<file path="src/rtl/alu_pipe.sv">
// alu_pipe: two-stage Y86 OPq ALU with valid/ready handshake
// and an architectural condition-code register.
module alu_pipe #(
  parameter int WIDTH = 64
) (
  input  logic             clk,
  input  logic             rst_n,
  input  logic             in_valid,
  output logic             in_ready,
  input  logic [1:0]       ifun,
  input  logic [WIDTH-1:0] a,
  input  logic [WIDTH-1:0] b,
  input  logic             set_cc,
  output logic             out_valid,
  input  logic             out_ready,
  output logic [WIDTH-1:0] result,
  output logic             zf,
  output logic             sf,
  output logic             of,
  output logic [2:0]       cc
);

  localparam int MSB = WIDTH - 1;

  logic             s1_valid_q;
  logic [1:0]       s1_ifun_q;
  logic [WIDTH-1:0] s1_a_q;
  logic [WIDTH-1:0] s1_b_q;
  logic             s1_scc_q;

  logic             s2_valid_q;
  logic [WIDTH-1:0] res_q;
  logic             zf_q;
  logic             sf_q;
  logic             of_q;
  logic             s2_scc_q;
  logic [2:0]       cc_q;

  logic             retire;
  logic             s1_adv;
  logic             accept;

  logic             is_sub;
  logic             is_arith;
  logic [WIDTH-1:0] bx;
  logic [WIDTH-1:0] sum;
  logic [WIDTH-1:0] res_d;
  logic             of_d;

  assign retire   = s2_valid_q && out_ready;
  assign s1_adv   = s1_valid_q && (!s2_valid_q || out_ready);
  assign in_ready = !s1_valid_q || s1_adv;
  assign accept   = in_valid && in_ready;

  // Sub reuses the adder: a + ~b + 1
  assign is_sub   = (s1_ifun_q == 2'd1);
  assign is_arith = !s1_ifun_q[1];
  assign bx       = is_sub ? ~s1_b_q : s1_b_q;
  assign sum      = s1_a_q + bx
                  + {{(WIDTH-1){1'b0}}, is_sub};

  always_comb begin
    res_d = '0;
    unique case (s1_ifun_q)
      2'd0:    res_d = sum;
      2'd1:    res_d = sum;
      2'd2:    res_d = s1_a_q & s1_b_q;
      2'd3:    res_d = s1_a_q ^ s1_b_q;
      default: res_d = '0;
    endcase
  end

  // Operand signs as seen by the adder cover both add and sub
  assign of_d = is_arith
             && (s1_a_q[MSB] == bx[MSB])
             && (sum[MSB] != s1_a_q[MSB]);

  always_ff @(posedge clk or negedge rst_n) begin
    if (!rst_n) begin
      s1_valid_q <= 1'b0;
      s1_ifun_q  <= 2'd0;
      s1_a_q     <= '0;
      s1_b_q     <= '0;
      s1_scc_q   <= 1'b0;
    end else if (accept) begin
      s1_valid_q <= 1'b1;
      s1_ifun_q  <= ifun;
      s1_a_q     <= a;
      s1_b_q     <= b;
      s1_scc_q   <= set_cc;
    end else if (s1_adv) begin
      s1_valid_q <= 1'b0;
    end
  end

  always_ff @(posedge clk or negedge rst_n) begin
    if (!rst_n) begin
      s2_valid_q <= 1'b0;
      res_q      <= '0;
      zf_q       <= 1'b1;
      sf_q       <= 1'b0;
      of_q       <= 1'b0;
      s2_scc_q   <= 1'b0;
    end else if (s1_adv) begin
      s2_valid_q <= 1'b1;
      res_q      <= res_d;
      zf_q       <= (res_d == '0);
      sf_q       <= res_d[MSB];
      of_q       <= of_d;
      s2_scc_q   <= s1_scc_q;
    end else if (retire) begin
      s2_valid_q <= 1'b0;
    end
  end

  always_ff @(posedge clk or negedge rst_n) begin
    if (!rst_n) begin
      cc_q <= 3'b100;
    end else if (retire && s2_scc_q) begin
      cc_q <= {zf_q, sf_q, of_q};
    end
  end

  assign out_valid = s2_valid_q;
  assign result    = res_q;
  assign zf        = zf_q;
  assign sf        = sf_q;
  assign of        = of_q;
  assign cc        = cc_q;

endmodule

</file>
<file path="config.mk">
export PLATFORM = sky130hd
export DESIGN_NAME = alu_pipe
export DESIGN_NICKNAME = d
export VERILOG_FILES = /design/src/rtl/alu_pipe.sv
export SDC_FILE = /design/constraint.sdc
export NUM_CORES = 1
export LEC_CHECK = 0
export CAP_MARGIN = 20
export CORE_MARGIN = 4
export CORE_UTILIZATION = 50
export CTS_CLUSTER_SIZE = 28
export DETAILED_ROUTE_END_ITERATION = 6
export PLACE_DENSITY = 0.83
export SYNTH_ARGS = -nofsm -noshare
export SYNTH_HDL_FRONTEND = slang
export SYNTH_SLANG_ARGS = --single-unit
</file>
<file path="constraint.sdc">
create_clock -name clk -period 6.19 [get_ports clk]
set_clock_uncertainty 0.15 [all_clocks]
set_input_delay 0.619 -clock clk [delete_from_list [all_inputs] [get_ports clk]]
set_output_delay 0.619 -clock clk [all_outputs]
set_load 0.02 [all_outputs]
</file>
======== Word level (Yosys, flattened, before mapping) ========
Cells that the tools add are included.
word-level totals
  word-level logic and storage cells ...... 44
  bits in registers ....................... 204
operators by class
  bitwise logic cells ..................... 3
  reduce and logical (&&, ||, !) cells .... 16
  eq/ne operators ......................... 5
  multiplexer cells ....................... 6
  add/subtract/negate cells ............... 2
operator list
  kind                                                 number
  one-hot mux 64 bit (3 select lines)                  1
  adder 64 x 1 -> 64 bit                               1
  adder 64 bit                                         1
  AND 64 bit                                           1
  zero test 64 bit                                     1
  two-way mux 64 bit                                   1
  NOT 64 bit                                           1
  XOR 64 bit                                           1
  logical AND 1 bit                                    6
  equality test 2 bit, second input constant           2
  two-way mux 1 bit                                    4
  nonzero test 2 bit                                   2
  zero test 1 bit                                      3
  equality test 2 x 1 -> 1 bit, second input constant  1
  zero test 2 bit                                      1
  logical OR 1 bit                                     2
  OR reduction 2 bit                                   1
  equality test 1 bit                                  1
  inequality test 1 bit                                1

======== Longest topological paths before layout ========
  depth after elaboration ................. 6
  gate-level depth with buffers ........... 23
  mapped depth without buffers ............ 17

======== Worst setup path after synthesis ========
No wires, ideal clock.
  path type ............................... reg-to-reg
  start ................................... register s1_ifun_q[0]
  end ..................................... register zf_q (netlist: zf)
  required time ........................... 5.978 ns
  period minus slack after synthesis ...... 5.223 ns
  library setup time ...................... 0.062 ns
  setup slack ............................. 0.967 ns
  cell stages (with the launch flop) ...... 23
  data arrival time ....................... 5.011 ns
  buffers on the path ..................... 8
  cells stage by stage .................... dfrtp_1 buf_6 buf_8 buf_2 buf_2 buf_2 buf_2 nand2_1 clkbuf_1 xnor2_1 ha_1 clkbuf_1 nand4_1 a211o_1 a21o_1 a21oi_1 o21ai_2 a21oi_1 xor2_1 o21ai_0 or3b_1 nor4_2 a32o_1
between the ends
  longest elaborated chain between the ends .. 6
  elaborated cells on any way between the ends .. 10
RTL lines
  element                                line    text
  from (decl)                            26      logic [1:0] s1_ifun_q;
  from (signal assigned)                 87      s1_ifun_q <= ifun;
  equality test 2 x 1 -> 1 bit           56, 64
  two-way mux 64 bit                     58      assign bx = is_sub ? ~s1_b_q : s1_b_q;
  adder 64 bit                           59      assign sum = s1_a_q + bx
  adder 64 x 1 -> 64 bit                 60      + {{(WIDTH-1){1'b0}}, is_sub};
  one-hot mux 64 bit (3 select lines) *  64      unique case (s1_ifun_q)
  zero test 64 bit *                     107     zf_q <= (res_d == '0);
  to (signal assigned)                   107
  to (decl)                              33      logic zf_q;
Mark *: on every way between the ends. The rest lies on a longest branch, timed or not.
A chain may end at the register's enable or synchronous reset.

======== Worst setup path in the final report ========
  start ................................... register s1_ifun_q[1]
  end ..................................... register zf_q (netlist: zf)
The elaborated chain is that of the path after synthesis.

==> results.json <==
{
  "hold_viol": 0,
  "syn_inst": 1586,
  "synthSimpleGateAreaFrac_pct": 13.5,
  "fin_nets": 2005,
  "mostFrequentLayoutCells": "clkdlybuf4s50_1 (205), dfrtp_1 (199), nand2_1 (179)",
  "die-area_sq_um": 33000,
  "synth_flop_cell": "dfrtp_1",
  "start_kind": "flop",
  "ys_warn_count": 0,
  "cts_buffer_depth": 3,
  "path_clk_slew_ps": 60,
  "synth_xor_area_share_pct": 6.33,
  "start_util_pct": 50.8,
  "root_buffer": "clkbuf_16",
  "stdcell_area_sq_um": 18200,
  "fill_cells": 2489,
  "endpoint_kind": "flop",
  "internal_power_mw": 4.36,
  "max_slew_margin_pct": 34.4,
  "first_global_vias": 13015,
  "vias_per_cell": 6.12,
  "die_y_um": 182,
  "ys_ff_latch": 203,
  "worstMarginPinSlew_ps": 984,
  "drc": 0,
  "synth-async-reset-ratio_pct": 100,
  "fin_setup_tns_ps": 0,
  "cp.required_ps": 6520,
  "grt_use_total_pct": 27.3,
  "drt_iter0_markers": 1051,
  "grt_pass1_wl_mm": 72.8,
  "period_share_pct": 82.1,
  "yosysTopAreaCell": "dfrtp_1",
  "syn_nets": 1849,
  "cts_resized": 0,
  "power.density_nw_per_um2": 432,
  "final_common_cell": "clkdlybuf4s50_1",
  "path_class": "flop to flop",
  "netlist.area_leader.share_pct": 33.3,
  "drt_pass1_iterations": 5,
  "place_area_sq_um": 17300,
  "swShare_pct": 44.6,
  "dp_hpwl_mm": 35.9,
  "setup_ws_ps": 1110,
  "rsz0062_at_grt": "false",
  "drt_wl_total_mm": 46.8,
  "timing.max_cap.violations": 0,
  "p_seq_share_pct": 25.0,
  "numCtsBuffers": 23,
  "drive_above_1_share_pct": 14.9,
  "diodes": 0,
  "setup_viol": 0,
  "post_drt_wl_per_cell_um": 21.8,
  "synth_top_family_by_area": "compound AO/OA/AOI/OAI gates",
  "antenna_found_initial": 0,
  "grt_max_degree": 107,
  "ant_nets": 0,
  "portBuffers": 206,
  "globalRoute.totalOverflow": 0,
  "synth_fa_ha_area_share_pct": 10.7,
  "syn_to_final_growth_pct": 20.6,
  "die_w_um": 182,
  "cts_sinks": 203,
  "outcome": "complete, no violations",
  "core_area_sq_um": 29700,
  "hold_buffers": 1,
  "cellLeakagePower_nw": 7.61,
  "post_cts_buffers": 0,
  "path_max_fanout": 34,
  "hp-class": "flop to flop",
  "finalWorstPathRequiredPeriod_ps": 5080,
  "clk_latency_ps": 540,
  "ir_worst_vdd_uv": 242,
  "vias": 13148,
  "synth_edf_count": 0,
  "combPwrFrac_pct": 56.3,
  "netlist-cell-type-count": 94,
  "fmax_mhz": 197,
  "arrival_ps": 5410,
  "final_util_pct": 61.2,
  "power_mw": 7.86,
  "syn-cell-area_sq_um": 15100,
  "synth_area_leaders": "dfrtp_1 (33%), mux2_2 (12%), ha_1 (11%)",
  "p_switching_mw": 3.51,
  "syn_avg_cell_area_sq_um": 9.51,
  "cts_tree": "done",
  "maxSlewViolCount": 0,
  "rows": 63,
  "ys_seq_area_share_pct": 33.7,
  "gp_routability_congestion": 0.994,
  "cts.htree.levels": 1,
  "synth_compound_area_share_pct": 17.4,
  "place_ws_ps": 1220,
  "io_pins": 207,
  "synthMuxAreaShare_pct": 15.2,
  "pwr-share-clk_pct": 18.7
}
==> cell families after synthesis <==
group | Yosys count
AND/OR/NAND/NOR | 429
AO/OA/AOI/OAI | 409
multiplexers | 207
flip-flops | 203
adder cells (fa/ha/maj) | 128
XOR/XNOR | 109
buffers and inverters | 101
==> Yosys cell counts (7+ instances only) <==
library cell / instances
buf_1: 9
o21a_1: 14
a31oi_1: 17
o211ai_1: 14
nor2b_1: 11
nor3_1: 23
ha_1: 127
nand2b_1: 13
buf_2: 23
nor2_1: 91
dfrtp_1: 201
nand2_1: 182
a211oi_1: 11
nand3_1: 13
o21ai_0: 107
a21o_1: 23
nand4_1: 30
xor2_1: 20
mux2_2: 162
mux2i_1: 41
xnor2_1: 89
clkbuf_1: 45
o31ai_1: 8
a21oi_2: 8
inv_1: 12
or3_1: 7
o21ai_1: 16
nor4_1: 11
a21oi_1: 112
and2_1: 9
==> routing by layer <==
metal  vias up  wire, um  track usage (%)
li1       6115         -                -
met1      6437     20600             38.4
met2       508     21200             43.3
met3        88      3340             4.25
met4         0      1680             8.83
met5         -         0                0
==> area by class of cell <==
class / count / area (sq um) / area share [%]
Sequential cell: 203 / 5090 / 28.0
Clock inverter: 12 / 174 / 0.956
Inverter: 13 / 48.8 / 0.268
Multi-Input combinational cell: 1282 / 9550 / 52.5
Tap cell: 390 / 488 / 2.68
Timing Repair Buffer: 219 / 2200 / 12.1
Clock buffer: 30 / 642 / 3.53
==> worst paths after layout <==
| path | startpoint | end | slack (ps) | cells past startpoint |
|---|---|---|---|---|
| max in group asynchronous | rst_n | s1_b_q[39]$_DFFE_PN0P_ | 4030 | 3 |
| max | s1_ifun_q[1]$_DFFE_PN0P_ | zf$_DFFE_PN1P_ | 1110 | 16 |
| min reg2reg | s1_scc_q$_DFFE_PN0P_ | s2_scc_q$_DFFE_PN0P_ | 320 | 2 |
| min | s1_scc_q$_DFFE_PN0P_ | s2_scc_q$_DFFE_PN0P_ | 320 | 2 |
| max reg2reg | s1_ifun_q[1]$_DFFE_PN0P_ | zf$_DFFE_PN1P_ | 1110 | 16 |
| min in group asynchronous | rst_n | result[35]$_DFFE_PN0P_ | 440 | 2 |
==> worst max-delay path: stages (launching register included) <==
cell and delay, ps:
dfrtp_4 490, clkinv_1 90, nand2_4 340, xnor2_1 350
ha_1 340, a21o_1 240, nand2b_1 170, o21ai_2 240
a21boi_1 150, a221oi_2 540, o21ai_2 230, a311oi_2 500
xnor2_1 300, o31ai_1 340, nand3_1 170, nor3_1 180
a32o_1 190
==> registers in the layout, summed over array words and instances (netlist names) <==
name        flops
cc              3
of              1
out_valid       1
result         64
s1_a_q         64
s1_b_q         64
s1_ifun_q       2
s1_scc_q        1
s1_valid_q      1
s2_scc_q        1
zf              1
==> power by group through the flow <==
stage / logic (mW) / registers, mW / clock network [mW]
2_1_floorplan: 2.65 / 2.13 / 0
3_3_place_gp: 4.28 / 1.97 / 0
3_5_place_dp: 4.33 / 1.98 / 0
4_1_cts: 4.36 / 1.96 / 1.49
5_1_grt: 4.79 / 2.00 / 1.55
6_report: 4.43 / 1.96 / 1.47
==> through the flow <==
stage	instances	hold slack, ps
finish	2149	316
global route	2149	334
CTS	2148	317
detailed placement	2105	304
global placement	2105	289
floorplan	1586	173
(Power assumes the default switching activity.)
